`src/rtl/uart_fifo_ctrl.sv`:
```
// uart_fifo_ctrl: full-duplex UART with show-ahead TX and RX FIFOs on one clock.
// Frames are start + DATA_W bits LSB first + stop; baud_div below 4 acts as 4.
// Optional build macro UART_PARITY_EN adds a parity bit (PARITY_ODD selects odd).
module uart_fifo_ctrl #(
    parameter int DATA_W = 8,
    parameter int DEPTH  = 16,
    parameter int AW     = 4,
    parameter int DIV_W  = 16
`ifdef UART_PARITY_EN
    ,
    parameter bit PARITY_ODD = 1'b0
`endif
) (
    input  logic              clk,
    input  logic              rst,
    input  logic [DIV_W-1:0]  baud_div,
    input  logic [DATA_W-1:0] tx_data,
    input  logic              tx_valid,
    output logic              tx_ready,
    output logic [DATA_W-1:0] rx_data,
    output logic              rx_valid,
    input  logic              rx_ready,
    input  logic              uart_rx,
    output logic              uart_tx,
    output logic [AW:0]       tx_count,
    output logic [AW:0]       rx_count,
    output logic              frame_err,
    output logic              rx_overflow,
    output logic              parity_err,
    input  logic              clr_err
);

    typedef enum logic [2:0] {TX_IDLE, TX_START, TX_DATA, TX_PAR, TX_STOP} tx_state_t;
    typedef enum logic [2:0] {RX_IDLE, RX_START, RX_DATA, RX_PAR, RX_STOP, RX_WAIT} rx_state_t;

    localparam logic [AW:0] FULL = (AW+1)'(DEPTH);

    logic [DIV_W-1:0] eff_div;
    assign eff_div = (baud_div < DIV_W'(4)) ? DIV_W'(4) : baud_div;

    // ---------------- TX FIFO ----------------
    logic [DATA_W-1:0] tx_mem [DEPTH];
    logic [AW-1:0]     tx_wp_q, tx_rp_q;
    logic [AW:0]       tx_cnt_q;
    logic              tx_push, tx_pop;

    assign tx_ready = (tx_cnt_q != FULL);
    assign tx_push  = tx_valid && tx_ready;
    assign tx_count = tx_cnt_q;

    // TX storage write
    always_ff @(posedge clk) begin
        if (tx_push) tx_mem[tx_wp_q] <= tx_data;
    end

    // TX pointers and occupancy
    always_ff @(posedge clk) begin
        if (rst) begin
            tx_wp_q  <= '0;
            tx_rp_q  <= '0;
            tx_cnt_q <= '0;
        end else begin
            if (tx_push) tx_wp_q <= tx_wp_q + 1'b1;
            if (tx_pop)  tx_rp_q <= tx_rp_q + 1'b1;
            tx_cnt_q <= tx_cnt_q + (AW+1)'(tx_push) - (AW+1)'(tx_pop);
        end
    end

    // ---------------- TX FSM ----------------
    tx_state_t         tx_st_q, tx_st_d;
    logic [DIV_W-1:0]  tx_div_q, tx_div_d, tx_tmr_q, tx_tmr_d;
    logic [DATA_W-1:0] tx_sh_q, tx_sh_d;
    logic [3:0]        tx_bit_q, tx_bit_d;
    logic              tx_bit_end;
`ifdef UART_PARITY_EN
    logic              tx_par_q, tx_par_d;
`endif

    assign tx_bit_end = (tx_tmr_q == tx_div_q - 1'b1);

    // TX state register
    always_ff @(posedge clk) begin
        if (rst) begin
            tx_st_q  <= TX_IDLE;
            tx_div_q <= DIV_W'(4);
            tx_tmr_q <= '0;
            tx_sh_q  <= '0;
            tx_bit_q <= '0;
`ifdef UART_PARITY_EN
            tx_par_q <= 1'b0;
`endif
        end else begin
            tx_st_q  <= tx_st_d;
            tx_div_q <= tx_div_d;
            tx_tmr_q <= tx_tmr_d;
            tx_sh_q  <= tx_sh_d;
            tx_bit_q <= tx_bit_d;
`ifdef UART_PARITY_EN
            tx_par_q <= tx_par_d;
`endif
        end
    end

    // TX next state, FIFO pop and line level
    always_comb begin
        tx_st_d  = tx_st_q;
        tx_div_d = tx_div_q;
        tx_tmr_d = tx_bit_end ? '0 : tx_tmr_q + 1'b1;
        tx_sh_d  = tx_sh_q;
        tx_bit_d = tx_bit_q;
`ifdef UART_PARITY_EN
        tx_par_d = tx_par_q;
`endif
        tx_pop   = 1'b0;
        uart_tx  = 1'b1;
        case (tx_st_q)
            TX_IDLE: begin
                tx_tmr_d = '0;
                if (tx_cnt_q != '0) begin
                    tx_pop   = 1'b1;
                    tx_sh_d  = tx_mem[tx_rp_q];
                    tx_div_d = eff_div;
                    tx_bit_d = '0;
`ifdef UART_PARITY_EN
                    tx_par_d = (^tx_mem[tx_rp_q]) ^ PARITY_ODD;
`endif
                    tx_st_d  = TX_START;
                end
            end
            TX_START: begin
                uart_tx = 1'b0;
                if (tx_bit_end) tx_st_d = TX_DATA;
            end
            TX_DATA: begin
                uart_tx = tx_sh_q[0];
                if (tx_bit_end) begin
                    tx_sh_d  = tx_sh_q >> 1;
                    tx_bit_d = tx_bit_q + 1'b1;
                    if (tx_bit_q == 4'(DATA_W-1)) begin
`ifdef UART_PARITY_EN
                        tx_st_d = TX_PAR;
`else
                        tx_st_d = TX_STOP;
`endif
                    end
                end
            end
`ifdef UART_PARITY_EN
            TX_PAR: begin
                uart_tx = tx_par_q;
                if (tx_bit_end) tx_st_d = TX_STOP;
            end
`endif
            TX_STOP: begin
                if (tx_bit_end) tx_st_d = TX_IDLE;
            end
            default: tx_st_d = TX_IDLE;
        endcase
    end

    // ---------------- RX synchroniser ----------------
    logic rx_s1_q, rx_s2_q, rx_s3_q;

    // Two-flop synchroniser plus one delay stage for falling-edge detection
    always_ff @(posedge clk) begin
        if (rst) begin
            rx_s1_q <= 1'b1;
            rx_s2_q <= 1'b1;
            rx_s3_q <= 1'b1;
        end else begin
            rx_s1_q <= uart_rx;
            rx_s2_q <= rx_s1_q;
            rx_s3_q <= rx_s2_q;
        end
    end

    // ---------------- RX FSM ----------------
    rx_state_t         rx_st_q, rx_st_d;
    logic [DIV_W-1:0]  rx_div_q, rx_div_d, rx_tmr_q, rx_tmr_d;
    logic [DATA_W-1:0] rx_sh_q, rx_sh_d;
    logic [3:0]        rx_bit_q, rx_bit_d;
    logic              rx_tick, rx_push_req, fe_set;
`ifdef UART_PARITY_EN
    logic              rx_par_q, rx_par_d, pe_set;
`endif

    // rx_tmr restarts at 1 after each sample so the next sample lands div clocks later
    assign rx_tick = (rx_tmr_q == rx_div_q);

    // RX state register
    always_ff @(posedge clk) begin
        if (rst) begin
            rx_st_q  <= RX_IDLE;
            rx_div_q <= DIV_W'(4);
            rx_tmr_q <= '0;
            rx_sh_q  <= '0;
            rx_bit_q <= '0;
`ifdef UART_PARITY_EN
            rx_par_q <= 1'b0;
`endif
        end else begin
            rx_st_q  <= rx_st_d;
            rx_div_q <= rx_div_d;
            rx_tmr_q <= rx_tmr_d;
            rx_sh_q  <= rx_sh_d;
            rx_bit_q <= rx_bit_d;
`ifdef UART_PARITY_EN
            rx_par_q <= rx_par_d;
`endif
        end
    end

    // RX next state, byte delivery and error detection
    always_comb begin
        rx_st_d     = rx_st_q;
        rx_div_d    = rx_div_q;
        rx_tmr_d    = rx_tmr_q + 1'b1;
        rx_sh_d     = rx_sh_q;
        rx_bit_d    = rx_bit_q;
        rx_push_req = 1'b0;
        fe_set      = 1'b0;
`ifdef UART_PARITY_EN
        rx_par_d    = rx_par_q;
        pe_set      = 1'b0;
`endif
        case (rx_st_q)
            RX_IDLE: begin
                if (rx_s3_q && !rx_s2_q) begin
                    rx_div_d = eff_div;
                    rx_tmr_d = DIV_W'(1);
                    rx_st_d  = RX_START;
                end
            end
            RX_START: begin
                if (rx_tmr_q == (rx_div_q >> 1)) begin
                    rx_tmr_d = DIV_W'(1);
                    rx_bit_d = '0;
                    rx_st_d  = rx_s2_q ? RX_IDLE : RX_DATA;
                end
            end
            RX_DATA: begin
                if (rx_tick) begin
                    rx_tmr_d = DIV_W'(1);
                    rx_sh_d  = {rx_s2_q, rx_sh_q[DATA_W-1:1]};
                    rx_bit_d = rx_bit_q + 1'b1;
                    if (rx_bit_q == 4'(DATA_W-1)) begin
`ifdef UART_PARITY_EN
                        rx_st_d = RX_PAR;
`else
                        rx_st_d = RX_STOP;
`endif
                    end
                end
            end
`ifdef UART_PARITY_EN
            RX_PAR: begin
                if (rx_tick) begin
                    rx_tmr_d = DIV_W'(1);
                    rx_par_d = rx_s2_q;
                    rx_st_d  = RX_STOP;
                end
            end
`endif
            RX_STOP: begin
                if (rx_tick) begin
                    if (!rx_s2_q) begin
                        fe_set  = 1'b1;
                        rx_st_d = RX_WAIT;
                    end else begin
`ifdef UART_PARITY_EN
                        if (rx_par_q != ((^rx_sh_q) ^ PARITY_ODD)) pe_set = 1'b1;
                        else rx_push_req = 1'b1;
`else
                        rx_push_req = 1'b1;
`endif
                        rx_st_d = RX_IDLE;
                    end
                end
            end
            RX_WAIT: begin
                if (rx_s2_q) rx_st_d = RX_IDLE;
            end
            default: rx_st_d = RX_IDLE;
        endcase
    end

    // ---------------- RX FIFO ----------------
    logic [DATA_W-1:0] rx_mem [DEPTH];
    logic [AW-1:0]     rx_wp_q, rx_rp_q;
    logic [AW:0]       rx_cnt_q;
    logic              rx_pop, rx_push, ovf_set;
    logic              frame_err_q, rx_ovf_q;

    assign rx_valid = (rx_cnt_q != '0);
    assign rx_pop   = rx_valid && rx_ready;
    // A pop in the same cycle frees the slot, so a full FIFO still accepts the byte
    assign rx_push  = rx_push_req && ((rx_cnt_q != FULL) || rx_pop);
    assign ovf_set  = rx_push_req && (rx_cnt_q == FULL) && !rx_pop;
    assign rx_data  = rx_valid ? rx_mem[rx_rp_q] : '0;
    assign rx_count = rx_cnt_q;

    // RX storage write
    always_ff @(posedge clk) begin
        if (rx_push) rx_mem[rx_wp_q] <= rx_sh_q;
    end

    // RX pointers, occupancy and error flags
    always_ff @(posedge clk) begin
        if (rst) begin
            rx_wp_q     <= '0;
            rx_rp_q     <= '0;
            rx_cnt_q    <= '0;
            frame_err_q <= 1'b0;
            rx_ovf_q    <= 1'b0;
        end else begin
            if (rx_push) rx_wp_q <= rx_wp_q + 1'b1;
            if (rx_pop)  rx_rp_q <= rx_rp_q + 1'b1;
            rx_cnt_q    <= rx_cnt_q + (AW+1)'(rx_push) - (AW+1)'(rx_pop);
            frame_err_q <= fe_set;
            if (ovf_set)      rx_ovf_q <= 1'b1;
            else if (clr_err) rx_ovf_q <= 1'b0;
        end
    end

    assign frame_err   = frame_err_q;
    assign rx_overflow = rx_ovf_q;

`ifdef UART_PARITY_EN
    logic parity_err_q;

    // Parity error pulse register
    always_ff @(posedge clk) begin
        if (rst) parity_err_q <= 1'b0;
        else     parity_err_q <= pe_set;
    end

    assign parity_err = parity_err_q;
`else
    assign parity_err = 1'b0;
`endif

endmodule

```
`config.mk`:
```
export PLATFORM = sky130hd
export DESIGN_NAME = uart_fifo_ctrl
export DESIGN_NICKNAME = d
export VERILOG_FILES = /design/src/rtl/uart_fifo_ctrl.sv
export SDC_FILE = /design/constraint.sdc
export NUM_CORES = 1
export LEC_CHECK = 0
export BUFFER_PORTS_ARGS = -buffer_cell sky130_fd_sc_hd__buf_4
export CAP_MARGIN = 20
export CELL_PAD_IN_SITES_DETAIL_PLACEMENT = 2
export CELL_PAD_IN_SITES_GLOBAL_PLACEMENT = 2
export CORE_AREA = 5 5 211 213
export CTS_CLUSTER_SIZE = 40
export DETAILED_ROUTE_END_ITERATION = 10
export DIE_AREA = 0 0 216 218
export HOLD_SLACK_MARGIN = 0.08
export PLACE_DENSITY = 0.82
export SLEW_MARGIN = 25
export SYNTH_ARGS = -nofsm -noshare
export SYNTH_HDL_FRONTEND = slang
export SYNTH_SLANG_ARGS = --single-unit
```
`constraint.sdc`:
```
create_clock -name clk -period 9.1 [get_ports clk]
set_input_delay 1.82 -clock clk [delete_from_list [all_inputs] [get_ports clk]]
set_output_delay 1.82 -clock clk [all_outputs]
set_load 0.05 [all_outputs]
```
After elaboration in Yosys (flattened, before gate mapping) --
Memory sizes are Yosys's and may differ from the RTL's. A register that Yosys moved wholly into a read port is not among the register bits. Cells that the tools add are included. W data, S select, Z words.
Storage, ports and cells: bits of input ports 30, output and inout bits 24, bits in writable memories 256, logic and storage cells 137, memories 2, register bits after elaboration 125
Cells by class: reduce and logical (&&, ||, !) cells 25, $add $sub $neg 13, mux-type cells 47, $lt $le $gt $ge 1, eq/ne operators 26, bitwise operators 2
Memories:
- rx_mem | depth 16, bits a word 8, rd ports 1, clocked after memory_dff 1, write ports 1, RTL line 288 | logic [DATA_W-1:0] rx_mem [DEPTH];
- tx_mem | depth 16, bits a word 8, rd ports 1, clocked after memory_dff 1, write ports 1, RTL line 42 | logic [DATA_W-1:0] tx_mem [DEPTH];
Operator list (number):
- $mux W16 | 4
- $pmux W16 S3 | 1
- $mux W3 | 12
- $add A16 B1 Y16 const B | 2
- $eq A16 B16 Y1 | 2
- $mux W4 | 8
- $add A4 B1 Y4 const B | 6
- $mux W8 | 3
- $ne A2 B2 Y1 const B | 11
- $eq A16 B15 Y1 | 1
- $lt A16 B3 Y1 const B | 1
- $pmux W4 S2 | 2
- $pmux W8 S2 | 1
- $sub A16 B1 Y16 const B | 1
- $pmux W3 S5 | 1
- $mux W1 | 12
- $pmux W3 S4 | 1
- $add A5 B1 Y5 | 2
- $ne A5 B5 Y1 const B | 2
- $reduce_bool A5 Y1 | 2
- $sub A5 B1 Y5 | 2
- $eq A3 B3 Y1 const B | 3
- $eq A4 B3 Y1 const B | 2
- $eq A3 B1 Y1 const B | 2
- 15 further kinds | 30

Depth between registers and ports, before layout --
Gate-level depths: netlist of the first run.
word-level depth 6, gate-level depth with buffers 17

Worst setup path after synthesis of the first run --
Ideal clock, no wire load.
path kind reg2out, from register with a tool-made name, to output port rx_data[0], data arrival time 2.357 ns, stages on the path, launching flop included 6, slack 4.923 ns, path buffers 2, path through dfxtp_1 -> clkbuf_1 -> buf_1 -> mux4_2 -> mux4_2 -> nor2b_1
RTL lines:
- end, declared | RTL line 20 | output logic [DATA_W-1:0] rx_data,

==> results of run 1 <==
## per-stage QoR
stage,hold slack (ns),cell area (um2),setup WS [ns],std cells
finish,0.4207,18980,4.402,1852
global route,0.4445,18980,4.281,1852
CTS,0.4260,18950,4.309,1852
detailed placement,0.4002,17570,4.914,1773
global placement,0.3998,17550,4.656,1773
floorplan,0.3895,16650,4.923,1231
## final timing paths
kind	to	slack (ns)	cells past startpoint
max reg2reg	tx_count[4]	5.05	15
min	rx_s2_q	0.42	1
min reg2reg	rx_s2_q	0.42	1
max	rx_data[3]	4.40	4
## cells in the mapped netlist, types with 4 or more instances
cell	n	area, um2
edfxtp_1	256	7687
dfxtp_1	133	2663
nor2_1	122	457.9
nand2_1	114	427.9
mux4_2	80	1802
a21oi_1	58	290.3
xor2_1	54	473.0
clkbuf_1	51	191.4
xnor2_1	39	341.6
inv_1	34	127.6
ha_1	27	337.8
nand4_1	25	156.4
nor3_1	25	125.1
nor2b_1	22	137.6
nor4_1	20	125.1
nand3_1	17	85.08
nand2b_1	13	81.33
mux2i_1	11	110.1
and3_1	9	56.30
buf_1	8	30.03
o21ai_0	8	40.04
or2_2	8	50.05
mux2_4	7	105.1
and2_1	6	37.54
buf_2	6	30.03
or3_1	6	37.54
or4_1	5	37.54
a22oi_1	4	30.03
o21ai_1	4	20.02
## where the power goes
part	switching (mW)	internal, mW	total, mW
sequential	0.149	1.97	2.12
combinational	0.719	0.548	1.27
clock	0.723	1.01	1.73
## area by class of cell
type,count,area (um2)
Multi-Input combinational cell,738,5932
Tap cell,546,683.2
Clock buffer,55,1152
Inverter,34,127.6
Clock inverter,24,231.5
Fill cell,4037,23530
Sequential cell,389,10350
Timing Repair Buffer,66,495.5
## logic make-up after synthesis
| group | count (synthesis) |
|---|---|
| xor gates and xnor gates | 93 |
| muxes | 100 |
| buffers and inverters | 104 |
| and+or+nand+nor | 407 |
| adders and majority gates | 29 |
| DFF | 389 |
| AOI/OAI and AO/OA | 108 |
| other | 1 |
## worst max-delay path: stages (launching register included)
cell	delay, ns
dfxtp_4	0.76
mux4_2	0.58
mux4_2	0.48
nor2b_1	0.19
buf_4	0.27
## flip-flops by register name, indices dropped and copies added (netlist names), 5 cells and up, named ones only
register	flops
rx_mem	128
rx_div_q	16
tx_div_q	16
tx_mem	128
rx_tmr_q	16
tx_sh_q	8
rx_sh_q	8
tx_tmr_q	16
rx_count	5
tx_count	5
## routing by layer
layer  track usage, %  vias up  share of wire (%)
met5                0        -                  0
met4            4.749        0                1.9
met3            3.512       59                3.8
met2            34.99      193                 53
met1            23.88     5288                 41
li1                 -     4594                  -
==> results.tsv, run 1 <==
stage	metric	value	unit
status	status	complete, no violations	
setup_path	startpoint_type	register	
synth	synth_edf_count	256	
sta	max_freq	212.9	MHz
finish	area_delta_synth_final	13.97	%
floorplan	std_cell_rows	76	
finish	final_util	44.65	%
global_routing	grt_max_degree	56	
clock_tree	ctsHoldBuffers	0	
detailed_routing	routedWlPerCell	24.30	um
synth	synth.mux.area_fraction	12.25	%
setup_path	crit_required	7.28	ns
detailed_routing	wl	45.01	mm
finish	diodes	0	
floorplan	start_util	39.17	%
synth	syn-num-nets	1290	
clock_tree	htreeDepth	2	
clock_tree	cts_buffers	43	
synth	synth.yosys.seq_area_share	62.16	%
detailed_routing	num_vias	10134	
placement	port_buffers	52	
sta	slew_violations	0	
global_routing	grt_pass1_wl	70.12	mm
setup_path	path_class	register to output pin	
finish	layout_commonest_cell	edfxtp_1	
global_routing	antenna_found_initial	0	
setup_path	regToRegStartpoint	tx_count[2]	
power	p_leak	6.492	nW
synth	syn_avg_cell_area	13.53	um2
placement	gp_congestion	0.8089	
synth	synth_top_family_by_area	multiplexers	
clock_tree	clk_pin_slew_worst_paths	0.06	ns
hold_path	hp-class	register to register	
floorplan	coreArea	0.04251	mm2
synth	synth_ff_type	edfxtp_1	
clock_tree	cts_resized	0	
clock_tree	cts_buffer_depth	3	
synth	ys_warn_count	0	
synth	async_reset_ff_share	0	%
clock_tree	root_buffer	clkbuf_16	
sta	tns	0	ns
power	peakVddDrop	0.1331	mV
placement	dp_hpwl	30.18	mm
power	powerDensity	269.6	mW/mm2
job	drv_cap	0	
floorplan	die_y	218	um
setup_path	path_max_fanout	32	
sta	rsz0062_at_grt	false	
clock_tree	cts_setup_buffers	0	
clock_tree	cts_tree	built	
global_routing	grt.total_usage	19.26	%
detailed_routing	drtPass1Iterations	5	
synth	synth_fa_ha_area_share	2.269	%
detailed_routing	post-route-drc-count	0	
hold_path	hp-start	rx_s1_q	
sta	skew	0.01469	ns
sta	final-setup-viol-count	0	
sta	hold_violations	0	
floorplan	dieArea	0.04709	mm2
clock_tree	clock_latency	0.57	ns
floorplan	die_w	216	um
synth	synth_xor_area_share	4.892	%
synth	synth_compound_area_share	4.103	%
power	power	5.117	mW
global_routing	grt_pass1_vias	11282	
sta	period_share	51.62	%
synth	synthesis.area	0.01665	mm2
detailed_routing	drt-vias-per-instance	5.472	
sta	slew_headroom	28.48	%
synth	synthSimpleGateAreaFrac	11.76	%
clock_tree	cts_sinks	389	
detailed_routing	ant_nets	0	
finish	final_cell_mix	edfxtp_1 (256), dfxtp_1 (131), nand2_1 (114)	
detailed_routing	first_iter_violations	573	
finish	layout-drive-gt1-share	19.14	%
sta	worst_pin_slew	1.069	ns
floorplan	pin_count	54	
synth	synth_seq_cells	389	
setup_path	cp-end-kind	output pin	
sta	fin_crit	4.698	ns
synth	syn_inst	1231	
setup_path	critPathArrivalTime	2.88	ns
finish	nets	1331	
global_routing	overflow	0	
synth	synth_cell_types	71	
Note: power is estimated with default switching activity, not from simulation.
==> inputs of run 2 (changes only) <==
==> constraint.sdc (replaced) <==
create_clock -name clk -period 4.4 [get_ports clk]
set_input_delay 0.88 -clock clk [delete_from_list [all_inputs] [get_ports clk]]
set_output_delay 0.88 -clock clk [all_outputs]
set_load 0.05 [all_outputs]
==> run 2 against run 1 <==
First-iteration DRC count shrank 4.9%. Count of clock-buffer cells in the layout is the same. Cell area grew 0.45%. Total power grew 110%. Global-route usage shrank 0.30 points. Clock power grew 120%. Hold slack lost 0.010 ns. Via count is essentially flat. Clock skew grew 0.011 ns. Flip-flop and latch count is the same. Setup slack lost 3.9 ns. Sequential power grew 110%. Critical path type unchanged. Largest power group unchanged.
==> results.tsv, run 2 (synthesis gave the netlist of run 1 again) <==
stage	metric	value	unit	change
power	peakVddDrop	0.3799	mV	was 0.1331 mV
setup_path	path_max_fanout	19		was 32
placement	port_buffers	52		unchanged
sta	tns	0	ns	unchanged
finish	nets	1337		was 1331
finish	layout-drive-gt1-share	18.75	%	was 19.14%
global_routing	antenna_found_initial	0		unchanged
power	power.internal	7.488	mW	was 3.525 mW
clock_tree	htreeDepth	2		unchanged
detailed_routing	num_vias	10137		was 10134
sta	worst_pin_slew	1.043	ns	was 1.069 ns
clock_tree	ctsHoldBuffers	0		unchanged
placement	preCtsSetupSlack	0.8335	ns	was 4.914 ns
finish	reg.largest.list	rx_mem (128), tx_mem (128)		unchanged
clock_tree	cts_buffers	43		unchanged
sta	period_share	89.37	%	
sta	max_freq	254.3	MHz	
global_routing	grt_pass1_wl	69.48	mm	was 70.12 mm
finish	area_delta_synth_final	14.48	%	was 13.97%
sta	final-setup-viol-count	0		unchanged
power	p_leak	6.545	nW	was 6.492 nW
floorplan	std_cell_rows	76		unchanged
clock_tree	cts_setup_buffers	0		unchanged
clock_tree	cts_resized	0		unchanged
detailed_routing	drtPass1Iterations	4		was 5
power	seq_power_share	40.8	%	was 41.4%
detailed_routing	first_iter_violations	545		was 573
status	status	complete, no violations		unchanged
clock_tree	cts_tree	built		unchanged
global_routing	grt_pass1_vias	11437		was 11282
placement	dp_hpwl	30.35	mm	was 30.18 mm
finish	final_cell_mix	edfxtp_1 (256), dfxtp_1 (131), nor2_1 (119)		was edfxtp_1 (256), dfxtp_1 (131), nand2_1 (114)
sta	slew_headroom	30.23	%	was 28.48%
floorplan	pin_count	54		unchanged
floorplan	dieArea	0.04709	mm2	unchanged
clock_tree	clk_pin_slew_worst_paths	0.06	ns	about the same
finish	final_util	44.85	%	was 44.65%
sta	hold_violations	0		unchanged
finish	diodes	0		unchanged
power	combPwrFrac	24.6	%	was 24.8%
sta	layout_setup_ws	0.4678	ns	was 4.402 ns
sta	rsz0062_at_grt	false		unchanged
detailed_routing	drt-vias-per-instance	5.456		was 5.472
global_routing	grt_max_degree	70		was 56
placement	gp_congestion	0.7992		was 0.8089
sta	skew	0.02567	ns	was 0.01469 ns
finish	nFillCells	4092		was 4037
clock_tree	root_buffer	clkbuf_16		unchanged
setup_path	path_class	register to output pin		unchanged
detailed_routing	wl	44.38	mm	was 45.01 mm
global_routing	overflow	0		unchanged
detailed_routing	post-route-drc-count	0		unchanged
power	powerDensity	565.0	mW/mm2	was 269.6 mW/mm2
clock_tree	cts_sinks	389		unchanged
floorplan	die_w	216	um	unchanged
setup_path	cp-end-kind	output pin		unchanged
floorplan	coreArea	0.04251	mm2	unchanged
setup_path	crit_required	3.52	ns	was 7.28 ns
sta	slew_violations	0		unchanged
power	power	10.77	mW	was 5.117 mW
setup_path	critPathArrivalTime	3.05	ns	was 2.88 ns
floorplan	start_util	39.17	%	unchanged
setup_path	startpoint_type	register		unchanged
power	swShare	30.47	%	was 31.10%
detailed_routing	routedWlPerCell	23.89	um	was 24.30 um
clock_tree	clock_latency	0.58	ns	was 0.57 ns
finish	layout_commonest_cell	edfxtp_1		unchanged
power	switching_power	3.281	mW	was 1.592 mW
floorplan	die_y	218	um	unchanged
power	clockPowerShare	34.6	%	was 33.9%
hold_path	hp-class	register to register		unchanged
sta	fin_crit	3.932	ns	
job	drv_cap	0		unchanged
global_routing	grt.total_usage	18.96	%	was 19.26%
detailed_routing	ant_nets	0		unchanged
clock_tree	cts_buffer_depth	3		unchanged
[run 2: changes by cell type in the layout (fill, tap and decap cells not counted), moves of 2 or more]
cell,delta
bufinv_16,+3
buf_4,+5
nor2_1,+9
nor2_2,-9
clkinv_2,-2
[run 2: worst max-delay path, stage by stage (launching register included)]
cell     delay (ns)
dfxtp_2        0.72
buf_12         0.29
mux4_2         0.56
mux4_2         0.49
nor2b_1        0.16
buf_4          0.24
[run 2: per-stage QoR]
stage	hold slack (ns)	instance area [um2]	std cells
floorplan	0.3895	16650	1231
global placement	0.3980	17610	1779
detailed placement	0.3972	17610	1779
CTS	0.4115	19050	1858
global route	0.4515	19060	1858
finish	0.4104	19060	1858
[run 2: layout make-up]
cell class                      instances  area (um2)  share of cell area (%)
Multi-Input combinational cell        738        5897                   30.94
Timing Repair Buffer                   72       553.0                   2.901
Tap cell                              546       683.2                   3.584
Inverter                               34       127.6                  0.6695
Clock buffer                           55        1142                   5.993
Sequential cell                       389       10350                   54.31
Clock inverter                         24       306.5                   1.608
[run 2: power groups by stage]
stage,registers [mW],clock network [mW],logic [mW]
after floorplan,4.38,0,1.95
after detailed placement,4.47,0,2.67
after global placement,4.44,0,2.55
after global routing,4.43,4.00,2.86
after CTS,4.40,3.83,2.69
final,4.39,3.72,2.65
[run 2: final timing paths]
| kind | startpoint | end | slack (ns) | depth (start not counted) |
|---|---|---|---|---|
| max reg2reg | rx_tmr_q[12] | rx_count[4] | 0.77 | 16 |
| max | register | rx_data[2] | 0.47 | 5 |
| min reg2reg | rx_s1_q | rx_s2_q | 0.41 | 1 |
| min | rx_s1_q | rx_s2_q | 0.41 | 1 |
[run 2: metal layers]
layer  vias to the layer above  track usage [%]  part of all wire [%]
met1                      5266            23.76                    42
met5                         -                0                     0
met2                       182            34.43                    53
met3                        68            2.568                   3.5
li1                       4621                -                     -
met4                         0            5.512                   2.3
==> inputs of run 3 (changes only) <==
==> config.mk (replaced) <==
export PLATFORM = sky130hd
export DESIGN_NAME = uart_fifo_ctrl
export DESIGN_NICKNAME = d
export VERILOG_FILES = /design/src/rtl/uart_fifo_ctrl.sv
export SDC_FILE = /design/constraint.sdc
export NUM_CORES = 1
export LEC_CHECK = 0
export ABC_AREA = 1
export BUFFER_PORTS_ARGS = -buffer_cell sky130_fd_sc_hd__buf_4
export CAP_MARGIN = 20
export CELL_PAD_IN_SITES_DETAIL_PLACEMENT = 1
export CELL_PAD_IN_SITES_GLOBAL_PLACEMENT = 2
export CORE_AREA = 5 5 212 214
export CTS_CLUSTER_SIZE = 40
export DETAILED_ROUTE_END_ITERATION = 10
export DIE_AREA = 0 0 217 219
export HOLD_SLACK_MARGIN = 0.08
export PLACE_DENSITY = 0.88
export SLEW_MARGIN = 25
export SYNTH_ARGS = -nofsm -noshare
export SYNTH_HDL_FRONTEND = slang
export SYNTH_SLANG_ARGS = --single-unit
==> constraint.sdc (replaced) <==
create_clock -name clk -period 4.7 [get_ports clk]
set_input_delay 0.94 -clock clk [delete_from_list [all_inputs] [get_ports clk]]
set_output_delay 0.94 -clock clk [all_outputs]
set_load 0.05 [all_outputs]
==> run 3 against run 2 <==
Count of clock-buffer cells in the layout increased by 8. Routed wire length is 1.2% lower. Combinational power rose by 16%. Flip-flop and latch count is the same. Largest power group unchanged. Highest routed layer unchanged.
==> results.tsv, run 3 <==
stage	metric	value	unit	change
status	status	complete, no violations		unchanged
synth	synth_xor_area_share	2.337	%	was 4.892%
floorplan	die_w	217	um	was 216 um
sta	slew_violations	0		unchanged
floorplan	die_y	219	um	was 218 um
finish	layout_commonest_cell	nor2_1		was edfxtp_1
setup_path	cp_slowest_stage_delay	0.60	ns	was 0.72 ns
sta	max_freq	268.0	MHz	
power	p_leak	7.015	nW	was 6.545 nW
floorplan	dieArea	0.04752	mm2	was 0.04709 mm2
clock_tree	cts_buffer_depth	3		unchanged
detailed_routing	drt-vias-per-instance	5.333		was 5.456
power	clockPowerShare	32.1	%	was 34.6%
synth	synthSimpleGateAreaFrac	17.13	%	was 11.76%
synth	synth_ff_type	edfxtp_1		unchanged
clock_tree	cts_sinks	389		unchanged
synth	synth.area.top_cells	edfxtp_1 (46%), dfxtp_1 (16%), nor2_1 (6.7%)		was edfxtp_1 (46%), dfxtp_1 (16%), mux4_2 (11%)
finish	multi_input_area	0.005725	mm2	was 0.005897 mm2
setup_path	r2r_cells	18		was 16
setup_path	r2r-end	rx_count[4]		unchanged
placement	gp_congestion	0.8064		was 0.7992
synth	synth_cell_types	48		was 71
floorplan	coreArea	0.04270	mm2	was 0.04251 mm2
clock_tree	cts_tree	built		unchanged
placement	dp_hpwl	28.57	mm	was 30.35 mm
detailed_routing	wl	43.87	mm	was 44.38 mm
global_routing	grt_pass1_wl	70.28	mm	was 69.48 mm
job	drv_cap	0		unchanged
synth	synth_top_cell_by_area	edfxtp_1		unchanged
finish	area_delta_synth_final	13.63	%	was 14.48%
setup_path	crit_chain	clkinv_2, o21ai_0, o22ai_1, o21ai_0, a21oi_1, buf_4		was buf_12, mux4_2, mux4_2, nor2b_1, buf_4
finish	layout-drive-gt1-share	9.199	%	was 18.75%
detailed_routing	ant_nets	0		unchanged
placement	port_buffers	52		unchanged
synth	synth_compound_area_share	11.80	%	was 4.103%
clock_tree	clock_latency	0.58	ns	about the same
setup_path	slowest_stage	clkinv_2		was dfxtp_2
synth	syn_avg_cell_area	9.945	um2	was 13.53 um2
sta	tns	0	ns	unchanged
synth	syn-num-nets	1755		was 1290
setup_path	startpoint_type	register		unchanged
power	power	10.60	mW	was 10.77 mW
sta	fin_crit	3.731	ns	
clock_tree	ctsHoldBuffers	0		unchanged
detailed_routing	post-route-drc-count	0		unchanged
synth	synth.yosys.seq_area_share	61.36	%	was 62.16%
synth	synth_fa_ha_area_share	2.240	%	was 2.269%
floorplan	start_util	39.50	%	was 39.17%
floorplan	std_cell_rows	76		unchanged
finish	final-instance-count-excl-fill	2318		was 1858
synth	synthesis.area	0.01687	mm2	was 0.01665 mm2
global_routing	grt_pass1_vias	13091		was 11437
synth	synth_top_area_share	45.58	%	was 46.17%
detailed_routing	first_iter_violations	773		was 545
global_routing	overflow	0		unchanged
power	seq_power_share	38.9	%	was 40.8%
power	peakVddDrop	0.4217	mV	was 0.3799 mV
synth	synth_seq_cells	389		unchanged
synth	ys_warn_count	0		unchanged
sta	slew_headroom	28.54	%	was 30.23%
setup_path	r2r_setup_slack	1.47	ns	was 0.77 ns
finish	nets	1797		was 1337
detailed_routing	drtPass1Iterations	5		was 4
setup_path	critPathArrivalTime	2.79	ns	was 3.05 ns
synth	syn_inst	1696		was 1231
clock_tree	clk_pin_slew_worst_paths	0.06	ns	about the same
sta	final-setup-viol-count	0		unchanged
power	switching_power	3.761	mW	was 3.281 mW
sta	hold_violations	0		unchanged
finish	reg.largest.list	rx_mem (128), tx_mem (128)		unchanged
setup_path	worstSetupEndpoint	rx_data[0]		was rx_data[2]
sta	rsz0062_at_grt	false		unchanged
clock_tree	cts_resized	0		unchanged
sta	worst_pin_slew	1.068	ns	was 1.043 ns
synth	yosysMostFrequentCell	nor2_1		was edfxtp_1
sta	period_share	79.39	%	
setup_path	regToRegStartpoint	rx_count[2]		was rx_tmr_q[12]
sta	skew	0.02421	ns	was 0.02567 ns
power	combPwrFrac	29.0	%	was 24.6%
placement	preCtsSetupSlack	1.462	ns	was 0.8335 ns
setup_path	path_class	register to output pin		unchanged
setup_path	cpMostUsedCell	o21ai_0		was mux4_2
clock_tree	root_buffer	clkbuf_16		unchanged
placement	place_inst	2238		was 1779
global_routing	grt.total_usage	18.41	%	was 18.96%
setup_path	path_max_fanout	64		was 19
clock_tree	htreeDepth	2		unchanged
finish	regArea	0.01035	mm2	unchanged
power	power.internal	6.835	mW	was 7.488 mW
hold_path	hp-class	register to register		unchanged
synth	synth_edf_count	256		unchanged
clock_tree	cts_buffers	44		was 43
synth	async_reset_ff_share	0	%	unchanged
global_routing	grt_max_degree	65		was 70
finish	nFillCells	4689		was 4092
finish	diodes	0		unchanged
clock_tree	cts_setup_buffers	0		unchanged
synth	synthTopCellsByCount	nor2_1 (299), edfxtp_1 (256), nand2_1 (208)		was edfxtp_1 (256), dfxtp_1 (133), nor2_1 (122)
global_routing	antenna_found_initial	0		unchanged
synth	synth.mux.area_fraction	0.4154	%	was 12.25%
power	swShare	35.49	%	was 30.47%
power	powerDensity	552.9	mW/mm2	was 565.0 mW/mm2
setup_path	cp-end-kind	output pin		unchanged
synth	synth_top_family_by_area	simple AND/OR/NAND/NOR gates		was multiplexers
setup_path	crit_required	3.76	ns	was 3.52 ns
finish	final_cell_mix	nor2_1 (299), edfxtp_1 (256), nand2_1 (208)		was edfxtp_1 (256), dfxtp_1 (131), nor2_1 (119)
detailed_routing	routedWlPerCell	18.93	um	was 23.89 um
detailed_routing	num_vias	12362		was 10137
floorplan	pin_count	54		unchanged
sta	layout_setup_ws	0.9686	ns	was 0.4678 ns
run 3: cell types whose count changed after synthesis, moves of 22 or more:
cell and delta:
inv_1 +92, nand3_1 +53, xor2_1 -33, o22ai_1 +24
o221ai_1 +34, mux4_2 -80, nor2b_1 -22, nor2_1 +177
o21ai_0 +182, nand2_1 +94
run 3: how the worst min path moves through the flow:
stage | end | from | cells after the start | slack [ns]
3_5_place_dp | rx_s2_q | rx_s1_q | 1 | 0.40
5_1_grt | rx_s2_q | rx_s1_q | 1 | 0.42
3_3_place_gp | rx_s2_q | rx_s1_q | 1 | 0.40
6_report | rx_s2_q | rx_s1_q | 1 | 0.41
2_1_floorplan | rx_s2_q | rx_s1_q | 1 | 0.39
4_1_cts | rx_s2_q | rx_s1_q | 1 | 0.41
run 3: area by class of cell:
class,count,share of cell area [%]
clock buffer,63,6.274
clock inverter,17,1.123
inverter,134,2.638
multi-input combinational,1105,29.88
sequential,389,54.02
tap,546,3.565
timing repair buffer,64,2.507
run 3: cell families after synthesis:
kind of cell / after synthesis
fa+ha+maj: 29
xor+xnor: 45
mux: 7
flops: 389
compound gates: 351
simple gates: 672
other cells: 1
buf+inv: 202
run 3: through the flow:
step / cell area (um2) / hold WS [ns] / utilization (%)
after floorplan: 16870 / 0.3895 / -
after global placement: 17740 / 0.4041 / 41.56
after detailed placement: 17740 / 0.3994 / 41.56
after CTS: 19160 / 0.4128 / 44.88
after global routing: 19160 / 0.4227 / 44.89
final: 19160 / 0.4118 / 44.89
run 3: worst max-delay path: cells and delay by family, from the launching register on:
kind / cells / cell delay, ns
AO/OA/AOI/OAI: 4 / 1.04
buffers and inverters: 2 / 0.82
flip-flops: 1 / 0.33
run 3: power by group through the flow:
stage               sequential (mW)  combinational, mW  clock, mW
CTS                            4.12               3.11       3.48
global placement               4.18               2.98          0
finish                         4.12               3.08       3.40
floorplan                      4.20               2.20          0
global route                   4.15               3.48       3.65
detailed placement             4.19               3.08          0
run 3: routing by layer:
layer	track usage, %	part of all wire [%]	up-vias	routed length [um]
li1	-	-	5968	-
met1	22.90	43	6084	18980
met2	33.00	50	223	21870
met3	2.828	4.0	87	1766
met4	5.962	2.9	0	1256
met5	0	0	-	0
